### config.mk
export PLATFORM = sky130hd
export DESIGN_NAME = alu_seq16
export DESIGN_NICKNAME = d
export VERILOG_FILES = /design/src/rtl/alu_seq16_pkg.sv /design/src/rtl/alu_seq16.sv
export SDC_FILE = /design/constraint.sdc
export NUM_CORES = 1
export LEC_CHECK = 0
export ABC_AREA = 0
export BUFFER_PORTS_ARGS = -buffer_cell sky130_fd_sc_hd__buf_2
export CELL_PAD_IN_SITES_DETAIL_PLACEMENT = 1
export CELL_PAD_IN_SITES_GLOBAL_PLACEMENT = 1
export CORE_MARGIN = 3
export CORE_UTILIZATION = 42
export CTS_CLUSTER_SIZE = 30
export DETAILED_ROUTE_END_ITERATION = 6
export PLACE_DENSITY_LB_ADDON = 0.1
export SLEW_MARGIN = 10
export SYNTH_ARGS = -nofsm -noshare
export SYNTH_HDL_FRONTEND = slang
export SYNTH_SLANG_ARGS = --single-unit
export TNS_END_PERCENT = 100
### constraint.sdc
create_clock -name clk -period 2.2 [get_ports clk]
set_input_delay 0.11 -clock clk [delete_from_list [all_inputs] [get_ports clk]]
set_output_delay 0.11 -clock clk [all_outputs]
set_load 0.02 [all_outputs]
### src/rtl/alu_seq16_pkg.sv
// alu_seq16_pkg
//  Shared definitions for the 16-bit multi-pass controller that sequences the
//  CPU's 8-bit combinational ALU: opcode encodings, FSM state encoding and the
//  default ALU datapath width.
package alu_seq16_pkg;

    localparam int BYTE_W_DEF = 8;

    // Opcodes as seen on ALU_Code; 3'b100 has no ALU meaning and is rejected.
    localparam logic [2:0] ALU_ADD = 3'b000;
    localparam logic [2:0] ALU_SUB = 3'b001;
    localparam logic [2:0] ALU_SHR = 3'b010;
    localparam logic [2:0] ALU_AND = 3'b011;
    localparam logic [2:0] ALU_ILL = 3'b100;
    localparam logic [2:0] ALU_OR  = 3'b101;
    localparam logic [2:0] ALU_NOT = 3'b110;
    localparam logic [2:0] ALU_XOR = 3'b111;

    typedef enum logic [2:0] {
        S_IDLE = 3'd0,
        S_LO   = 3'd1,
        S_HI   = 3'd2,
        S_FIX  = 3'd3,
        S_DONE = 3'd4
    } state_t;

endpackage

### src/rtl/alu_seq16.sv
// alu_seq16
//  Performs 16-bit ADD/SUB/SHR/AND/OR/NOT/XOR by driving an external 8-bit
//  combinational ALU over a low-byte pass, a high-byte pass and, for
//  ADD/SUB/SHR, a fix-up pass that folds in the cross-byte carry, borrow or
//  shifted bit. The ALU has no carry-in, so carries are derived here.
//  Ports:
//   clk, rst_n            clock, synchronous active-low reset
//   req_valid/req_ready   request handshake (ready only while idle)
//   req_op, req_a, req_b  opcode and 16-bit operands
//   resp_valid/resp_ready response handshake (response held until accepted)
//   resp_data             16-bit result
//   resp_carry            ADD carry-out / SUB borrow-out
//   resp_err              illegal opcode (resp_data = 0)
//   alu_code/alu_a/alu_b  drive the external ALU
//   alu_out               ALU result, same cycle
//  Optional build macro ALU_SEQ_FLAGS_EN adds resp_zero and resp_neg.
module alu_seq16
    import alu_seq16_pkg::*;
#(
    parameter int BYTE_W = BYTE_W_DEF,
    parameter int OP_W   = 3
) (
    input  logic                  clk,
    input  logic                  rst_n,
    input  logic                  req_valid,
    output logic                  req_ready,
    input  logic [OP_W-1:0]       req_op,
    input  logic [2*BYTE_W-1:0]   req_a,
    input  logic [2*BYTE_W-1:0]   req_b,
    output logic                  resp_valid,
    input  logic                  resp_ready,
    output logic [2*BYTE_W-1:0]   resp_data,
    output logic                  resp_carry,
    output logic                  resp_err,
`ifdef ALU_SEQ_FLAGS_EN
    output logic                  resp_zero,
    output logic                  resp_neg,
`endif
    output logic [OP_W-1:0]       alu_code,
    output logic [BYTE_W-1:0]     alu_a,
    output logic [BYTE_W-1:0]     alu_b,
    input  logic [BYTE_W-1:0]     alu_out
);

    state_t                state_r, state_s;
    logic [OP_W-1:0]       op_r, op_s;
    logic [2*BYTE_W-1:0]   a_r, a_s, b_r, b_s;
    logic [BYTE_W-1:0]     res_lo_r, res_lo_s, res_hi_r, res_hi_s;
    logic                  c_lo_r, c_lo_s, c_hi_r, c_hi_s;
    logic                  req_ready_s, resp_valid_s, resp_carry_s, resp_err_s;
    logic [2*BYTE_W-1:0]   resp_data_s;
    logic [OP_W-1:0]       alu_code_s;
    logic [BYTE_W-1:0]     alu_a_s, alu_b_s;

    // Per-byte carry/borrow: an unsigned add wrapped iff the sum is below an
    // addend; a subtract borrows iff the minuend is below the subtrahend.
    function automatic logic byte_carry(input logic [OP_W-1:0] op,
                                        input logic [BYTE_W-1:0] res,
                                        input logic [BYTE_W-1:0] a,
                                        input logic [BYTE_W-1:0] b);
        case (op)
            ALU_ADD: byte_carry = (res < a);
            ALU_SUB: byte_carry = (a < b);
            default: byte_carry = 1'b0;
        endcase
    endfunction

    // Next-state, datapath and registered-output values.
    always_comb begin
        state_s      = state_r;
        op_s         = op_r;
        a_s          = a_r;
        b_s          = b_r;
        res_lo_s     = res_lo_r;
        res_hi_s     = res_hi_r;
        c_lo_s       = c_lo_r;
        c_hi_s       = c_hi_r;
        resp_valid_s = resp_valid;
        resp_data_s  = resp_data;
        resp_carry_s = resp_carry;
        resp_err_s   = resp_err;
        alu_code_s   = {OP_W{1'b0}};
        alu_a_s      = {BYTE_W{1'b0}};
        alu_b_s      = {BYTE_W{1'b0}};
        case (state_r)
            S_IDLE: begin
                if (req_valid) begin
                    op_s = req_op;
                    a_s  = req_a;
                    b_s  = req_b;
                    if (req_op == ALU_ILL) begin
                        state_s      = S_DONE;
                        resp_valid_s = 1'b1;
                        resp_err_s   = 1'b1;
                        resp_carry_s = 1'b0;
                        resp_data_s  = {(2*BYTE_W){1'b0}};
                    end else begin
                        // ALU ports are registered, so load them for the LO pass now.
                        state_s    = S_LO;
                        alu_code_s = req_op;
                        alu_a_s    = req_a[BYTE_W-1:0];
                        alu_b_s    = req_b[BYTE_W-1:0];
                    end
                end else begin
                    state_s = S_IDLE;
                end
            end
            S_LO: begin
                res_lo_s   = alu_out;
                c_lo_s     = byte_carry(op_r, alu_out, a_r[BYTE_W-1:0], b_r[BYTE_W-1:0]);
                state_s    = S_HI;
                alu_code_s = op_r;
                alu_a_s    = a_r[2*BYTE_W-1:BYTE_W];
                alu_b_s    = b_r[2*BYTE_W-1:BYTE_W];
            end
            S_HI: begin
                res_hi_s = alu_out;
                c_hi_s   = byte_carry(op_r, alu_out, a_r[2*BYTE_W-1:BYTE_W], b_r[2*BYTE_W-1:BYTE_W]);
                case (op_r)
                    ALU_ADD, ALU_SUB: begin
                        // Fix-up adds/subtracts the low-byte carry into the high byte.
                        state_s    = S_FIX;
                        alu_code_s = op_r;
                        alu_a_s    = alu_out;
                        alu_b_s    = {{(BYTE_W-1){1'b0}}, c_lo_r};
                    end
                    ALU_SHR: begin
                        // Fix-up ORs bit 8 of A into bit 7 of the low byte.
                        state_s    = S_FIX;
                        alu_code_s = ALU_OR;
                        alu_a_s    = res_lo_r;
                        alu_b_s    = {a_r[BYTE_W], {(BYTE_W-1){1'b0}}};
                    end
                    default: begin
                        state_s      = S_DONE;
                        resp_valid_s = 1'b1;
                        resp_err_s   = 1'b0;
                        resp_carry_s = 1'b0;
                        resp_data_s  = {alu_out, res_lo_r};
                    end
                endcase
            end
            S_FIX: begin
                state_s      = S_DONE;
                resp_valid_s = 1'b1;
                resp_err_s   = 1'b0;
                case (op_r)
                    ALU_ADD: begin
                        res_hi_s     = alu_out;
                        resp_data_s  = {alu_out, res_lo_r};
                        resp_carry_s = c_hi_r | ((&res_hi_r) & c_lo_r);
                    end
                    ALU_SUB: begin
                        res_hi_s     = alu_out;
                        resp_data_s  = {alu_out, res_lo_r};
                        resp_carry_s = c_hi_r | ((~|res_hi_r) & c_lo_r);
                    end
                    ALU_SHR: begin
                        res_lo_s     = alu_out;
                        resp_data_s  = {res_hi_r, alu_out};
                        resp_carry_s = 1'b0;
                    end
                    default: begin
                        resp_data_s  = {res_hi_r, res_lo_r};
                        resp_carry_s = 1'b0;
                    end
                endcase
            end
            S_DONE: begin
                if (resp_ready) begin
                    state_s      = S_IDLE;
                    resp_valid_s = 1'b0;
                    resp_err_s   = 1'b0;
                    resp_carry_s = 1'b0;
                    resp_data_s  = {(2*BYTE_W){1'b0}};
                end else begin
                    state_s = S_DONE;
                end
            end
            default: begin
                state_s = S_IDLE;
            end
        endcase
        req_ready_s = (state_s == S_IDLE);
    end

    // FSM state register.
    always_ff @(posedge clk) begin
        if (!rst_n) begin
            state_r <= S_IDLE;
        end else begin
            state_r <= state_s;
        end
    end

    // Operand/result registers and registered outputs.
    always_ff @(posedge clk) begin
        if (!rst_n) begin
            op_r       <= {OP_W{1'b0}};
            a_r        <= {(2*BYTE_W){1'b0}};
            b_r        <= {(2*BYTE_W){1'b0}};
            res_lo_r   <= {BYTE_W{1'b0}};
            res_hi_r   <= {BYTE_W{1'b0}};
            c_lo_r     <= 1'b0;
            c_hi_r     <= 1'b0;
            req_ready  <= 1'b1;
            resp_valid <= 1'b0;
            resp_data  <= {(2*BYTE_W){1'b0}};
            resp_carry <= 1'b0;
            resp_err   <= 1'b0;
            alu_code   <= {OP_W{1'b0}};
            alu_a      <= {BYTE_W{1'b0}};
            alu_b      <= {BYTE_W{1'b0}};
        end else begin
            op_r       <= op_s;
            a_r        <= a_s;
            b_r        <= b_s;
            res_lo_r   <= res_lo_s;
            res_hi_r   <= res_hi_s;
            c_lo_r     <= c_lo_s;
            c_hi_r     <= c_hi_s;
            req_ready  <= req_ready_s;
            resp_valid <= resp_valid_s;
            resp_data  <= resp_data_s;
            resp_carry <= resp_carry_s;
            resp_err   <= resp_err_s;
            alu_code   <= alu_code_s;
            alu_a      <= alu_a_s;
            alu_b      <= alu_b_s;
        end
    end

`ifdef ALU_SEQ_FLAGS_EN
    // Result flags track resp_data, which only changes on DONE entry/exit.
    always_ff @(posedge clk) begin
        if (!rst_n) begin
            resp_zero <= 1'b0;
            resp_neg  <= 1'b0;
        end else begin
            resp_zero <= resp_valid_s && (resp_data_s == {(2*BYTE_W){1'b0}});
            resp_neg  <= resp_valid_s && resp_data_s[2*BYTE_W-1];
        end
    end
`endif

endmodule

Word-level counts from Yosys, hierarchy flattened

Index checks and enable logic that the tools add are counted.

Order comparisons: 4
Equal/unequal tests: 13
Muxes and demuxes: 40
Bitwise operators: 4
Reductions and logical operators: 15

Operator list:

| operator                                       | number |
|---|---|
| 2-to-1 mux 16 bit                              | 4 |
| case mux 16 bit (4 select lines)               | 1 |
| case mux 8 bit (2 select lines)                | 4 |
| 2-to-1 mux 8 bit                               | 6 |
| case mux 8 bit (3 select lines)                | 2 |
| < comparator 8 bit                             | 4 |
| case mux 16 bit (2 select lines)               | 1 |
| 2-to-1 mux 3 bit                               | 6 |
| case mux 3 bit (5 select lines)                | 1 |
| != test 2 bit (second input constant)          | 6 |
| case mux 1 bit (4 select lines)                | 3 |
| == test 3 x 2 -> 1 bit (second input constant) | 3 |
| logical NOT 3 bit                              | 3 |
| case mux 3 bit (3 select lines)                | 1 |
| AND reduction 8 bit                            | 1 |
| OR reduction 8 bit                             | 1 |
| 2-to-1 mux 1 bit                               | 7 |
| == test 3 x 1 -> 1 bit (second input constant) | 2 |
| == test 3 bit (second input constant)          | 2 |
| case mux 1 bit (2 select lines)                | 3 |
| case mux 3 bit (2 select lines)                | 1 |
| AND reduction 2 bit                            | 3 |
| AND reduction 5 bit                            | 1 |
| nonzero test 2 bit                             | 2 |
| 6 further kinds                                | 8 |

Bits in registers: 95
Word-level logic and storage cells: 92

Depth between registers and ports, before layout

Depth after elaboration: 6
Depth in mapped cells: 8
Gate-level depth less buffers: 6

Worst setup path after synthesis

OpenSTA, ideal clock, no wires.

Kind: register to register
Start point: register op_r[2]
End point: register resp_data[15]
Data arrival time: 1.582 ns
Slack: 0.547 ns
Cell stages (with the launch flop): 7
Path buffers: 2
Clock period less this slack: 1.653 ns
Cells stage by stage: dfxtp_1 -> or4b_1 -> a21oi_2 -> a21o_1 -> buf_6 -> buf_6 -> mux2i_1

Word-level cells in the longest chain between the ends: 4

RTL lines:

| element                                                                 | line                               | source |
|---|---|---|
| start: declaration                                                      | alu_seq16.sv:46                    | `logic [OP_W-1:0] op_r, op_s;` |
| start signal: assignment                                                | alu_seq16.sv:199                   | `op_r <= {OP_W{1'b0}};` |
| start signal: assignment                                                | alu_seq16.sv:215                   | `op_r <= op_s;` |
| == test 3 x 1 -> 1 bit (tied with other cells)                          | alu_seq16.sv:119, alu_seq16.sv:147 |  |
| OR reduction 2 bit (no line) or OR reduction 3 bit (tied branches)      | --                                 |  |
| case mux 16 bit (2 select lines) or != test 2 bit (tied branches)       | --                                 |  |
| case mux 16 bit (4 select lines) or AND reduction 5 bit (tied branches) | --                                 |  |
| end signal: assignment                                                  | alu_seq16.sv:208                   | `resp_data <= {(2*BYTE_W){1'b0}};` |
| end signal: assignment                                                  | alu_seq16.sv:224                   | `resp_data <= resp_data_s;` |
| end: declaration                                                        | alu_seq16.sv:32                    | `output logic [2*BYTE_W-1:0] resp_data,` |

Several ways; a longest one is shown, not always the timed one.
A chain may end at the register's enable or synchronous reset.

Worst setup path in the final report

Start point: register state_r[0]
End point: register resp_data[6]

Word-level cells in the longest chain between the ends: 3

RTL lines:

| element                                                       | line             | source |
|---|---|---|
| start: declaration                                            | alu_seq16.sv:45  | `state_t state_r, state_s;` |
| start signal: assignment                                      | alu_seq16.sv:192 | `state_r <= state_s;` |
| == test 3 bit (tied with other cells)                         | alu_seq16.sv:85  | `case (state_r)` |
| nonzero test 4 bit (no line) or != test 2 bit (tied branches) | --               |  |
| AND reduction 5 bit (no line)                                 | --               |  |

Several ways; a longest one is shown, not always the timed one.

==> results.py <==
metrics = {
    "run_status": {
        "status": "finished clean",
    },
    "die": {
        "io_pins": 86,
        "die_area_mm2": 0.01281,
        "core_mm2": 0.01103,
        "die_w_um": 113.2,
        "die_height_um": 113.2,
        "initial_core_util_pct": 43.75,
        "num_rows": 38,
    },
    "clock_network": {
        "cts_buffer_depth": 2,
        "cts_buffers": 9,
        "insertion_delay_ns": 0.35,
        "cts_setup_buffers": 0,
        "cts_tree": "yes",
        "clkTransAtPathRegs_ns": 0.07,
        "cts_num_sinks": 95,
        "htree_levels": 3,
        "root_buffer": "clkbuf_16",
    },
    "cells_and_area": {
        "num-nets-final": 706,
        "n_antenna_cell": 0,
        "synthToLayoutAreaGrowth_pct": 19.94,
        "seq_area_mm2": 0.001902,
        "layout-drive-gt1-share_pct": 23.78,
        "multi_input_area_mm2": 0.002631,
        "fillers": 1331,
    },
    "yosys": {
        "yosys-top-cells-count": "nand2_1 (120), dfxtp_1 (95), a21boi_0 (44), inv_1 (32), ha_1 (28)",
        "yosys.area.top_type": "dfxtp_1",
        "ys_top_cells_by_area": "dfxtp_1 (39%), nand2_1 (9.3%), ha_1 (7.3%)",
        "synthesis.nets": 622,
        "async_flop_share_pct": 0,
        "synth-edff-count": 0,
        "synthDistinctLibCells": 55,
        "yosysTopAreaCellShare_pct": 39.41,
        "yosys_register_bits": 95,
        "synth_cells": 547,
        "ys.flop_type": "dfxtp_1",
        "synth_area_mm2": 0.004826,
        "synth_warnings": 0,
        "postSynthAreaPerCell_um2": 8.822,
        "synth-seq-area-share_pct": 39.41,
        "synth_most_common_cell": "nand2_1",
    },
    "global_route": {
        "antenna_found_initial": 0,
        "grt_pass1_wl_um": 22930,
        "grt.total_usage_pct": 22.53,
        "grt_max_degree": 46,
        "grt.overflow.total": 0,
        "grt_pass1_vias": 4448,
    },
    "drt": {
        "vias": 4248,
        "drtPass1Iterations": 4,
        "ant_nets": 0,
        "drc_errors": 0,
        "wl_um": 14010,
        "routedWlPerCell_um": 18.07,
        "routed_via_density": 5.481,
        "drtIter0Drc": 138,
    },
    "placed_design": {
        "port_buffers": 85,
        "gp_congestion": 0.8850,
        "dp_hpwl_um": 10160,
        "dp_worst_setup_slack_ns": 0.2119,
    },
    "sta": {
        "finalSetupViolCount": 0,
        "period_share_pct": 91.24,
        "slew_viol_final": 0,
        "relSlewSlack_pct": 56.70,
        "setup_ws_ns": 0.1928,
        "tns_ns": 0,
        "hold_viol_final": 0,
        "rsz0062_at_grt": "no",
        "skew_ns": 0.007541,
        "final.min_clock_period_ns": 2.007,
        "fmax_mhz": 498.2,
        "fin_hold_ws_ns": 0.01210,
        "worstMarginPinSlew_ns": 0.6494,
    },
    "critical_path": {
        "end_kind": "register",
        "cp-start-kind": "register",
        "worst-path-stages": 6,
        "reg2regPathDepth": 6,
        "critPathLaunch": "state_r[0]$_SDFF_PN0_",
        "cpPeakStageDelay_ns": 0.48,
        "cp_data_arrival_time_ns": 2.24,
        "slowest_stage": "dfxtp_1",
        "cp_data_required_time_ns": 2.43,
        "crit-reg2reg-capture": "resp_data[6]$_SDFFE_PN0P_",
        "endpoint": "resp_data[6]$_SDFFE_PN0P_",
        "cp_max_fo": 8,
        "worst-path-buf-inv": 2,
        "rr_startpoint": "state_r[0]$_SDFF_PN0_",
        "setup.worst_path.class": "reg -> reg",
        "path_delay_family": "simple AND/OR/NAND/NOR gates",
        "crit_chain": "buf_4, nor4bb_1, buf_4, mux2_2, nand2_1, mux2i_1",
        "reg2reg_slack_ns": 0.19,
        "crit_path_frequent_cell": "buf_4",
    },
    "pwr": {
        "ir_drop_mv": 0.3836,
        "power_frac_comb_pct": 21.0,
        "p_per_area_mw_per_mm2": 811.9,
        "p_sw_share_pct": 29.01,
        "intPower_mw": 3.336,
        "pwr-share-clk_pct": 37.2,
        "seqPwrFrac_pct": 41.7,
        "p_leak_nw": 2.446,
        "p_sw_mw": 1.363,
    },
    "job": {
        "cap_violations": 0,
    },
    "min_path": {
        "min_path_type": "in -> reg",
        "min_path_cells": 3,
    },
}
-- placed cells by master (no fill, tap or decap), drive strengths merged, types with 3 or more instances in the layout --
| cell type | n |
|---|---|
| a2111oi | 3 |
| a21boi | 44 |
| a21o | 6 |
| a21oi | 21 |
| a22oi | 24 |
| a31oi | 3 |
| buf | 105 |
| clkbuf | 12 |
| dfxtp | 95 |
| dlygate4sd3 | 4 |
| ha | 28 |
| inv | 32 |
| mux2 | 16 |
| mux2i | 26 |
| nand2 | 120 |
| nand2b | 5 |
| nand3 | 10 |
| nand4 | 4 |
| nor2 | 15 |
| nor2b | 10 |
| nor3 | 5 |
| nor3b | 4 |
| nor4bb | 3 |
| o211ai | 4 |
| o21ai | 6 |
-- worst min path at each step --
| stage | slack [ns] | startpoint | end |
|---|---|---|---|
| after floorplan | 0.25 | req_a[0] | a_r[0]$_SDFFE_PN0P_ |
| after global placement | 0.36 | req_b[14] | b_r[14]$_SDFFE_PN0P_ |
| after detailed placement | 0.37 | req_b[15] | b_r[15]$_SDFFE_PN0P_ |
| after CTS | 0.001 | req_b[12] | b_r[12]$_SDFFE_PN0P_ |
| after global routing | 0.01 | req_b[8] | b_r[8]$_SDFFE_PN0P_ |
| final | 0.01 | req_b[12] | b_r[12]$_SDFFE_PN0P_ |
-- routing by layer --
metal,vias up,global-route usage (%),part of all wire [%]
li1,2070,-,-
met1,2071,27.66,44
met2,85,39.34,50
met3,22,3.422,3.7
met4,0,9.215,2.3
met5,-,0,0
-- cell families (layout without fill, tap and decap cells) --
family	count (synthesis)	count (layout)	synth area share (%)
multiplexers	42	42	9.126
adder cells (fa/ha/maj)	28	28	7.260
buffers and inverters	68	156	6.248
AO/OA/AOI/OAI	126	126	19.47
AND/OR/NAND/NOR	188	188	18.49
flip-flops	95	95	39.41
-- cell type report --
cell class	instances	share of cell area, %
inverter	32	2.075
sequential	95	32.86
clock buffer	12	4.604
multi-input combinational	384	45.46
timing repair buffer	109	10.85
tap	140	3.026
clock inverter	3	1.124
-- flip-flops by register name, indices dropped and copies added (netlist names), 3 cells and up --
register / cells
a_r: 16
alu_a: 8
alu_code: 3
op_r: 3
state_r: 3
b_r: 16
alu_b: 8
res_lo_r: 8
res_hi_r: 8
resp_data: 16
-- power by group through the flow --
stage | Sequential, mW | Clock, mW | Combinational, mW
2_1_floorplan | 2.00 | 0 | 0.645
3_3_place_gp | 1.99 | 0 | 0.957
3_5_place_dp | 2.00 | 0 | 0.987
4_1_cts | 1.96 | 1.79 | 1.00
5_1_grt | 1.98 | 1.86 | 1.10
6_report | 1.96 | 1.75 | 0.988
-- through the flow --
stage / cell area (µm²) / utilization, % / instances / power (mW)
global route: 5788 / 52.47 / 775 / 4.939
detailed placement: 5416 / 49.10 / 756 / 2.987
global placement: 5416 / 49.10 / 756 / 2.952
finish: 5788 / 52.47 / 775 / 4.699
CTS: 5788 / 52.47 / 775 / 4.756
floorplan: 4826 / - / 547 / 2.646
-- tightest hold or removal path: cells and delay by family --
family / cells / cell delay (ns)
buffers and inverters: 1 / 0.10
AND/OR/NAND/NOR: 1 / 0.04
AO/OA/AOI/OAI: 1 / 0.06
-- timing repair --
action	4_1_cts	5_1_grt
gates resized for setup	0	0
hold buffers	4	0
endpoints found under the hold margin	4	0
No activity file was read; power rests on OpenSTA's default activity.
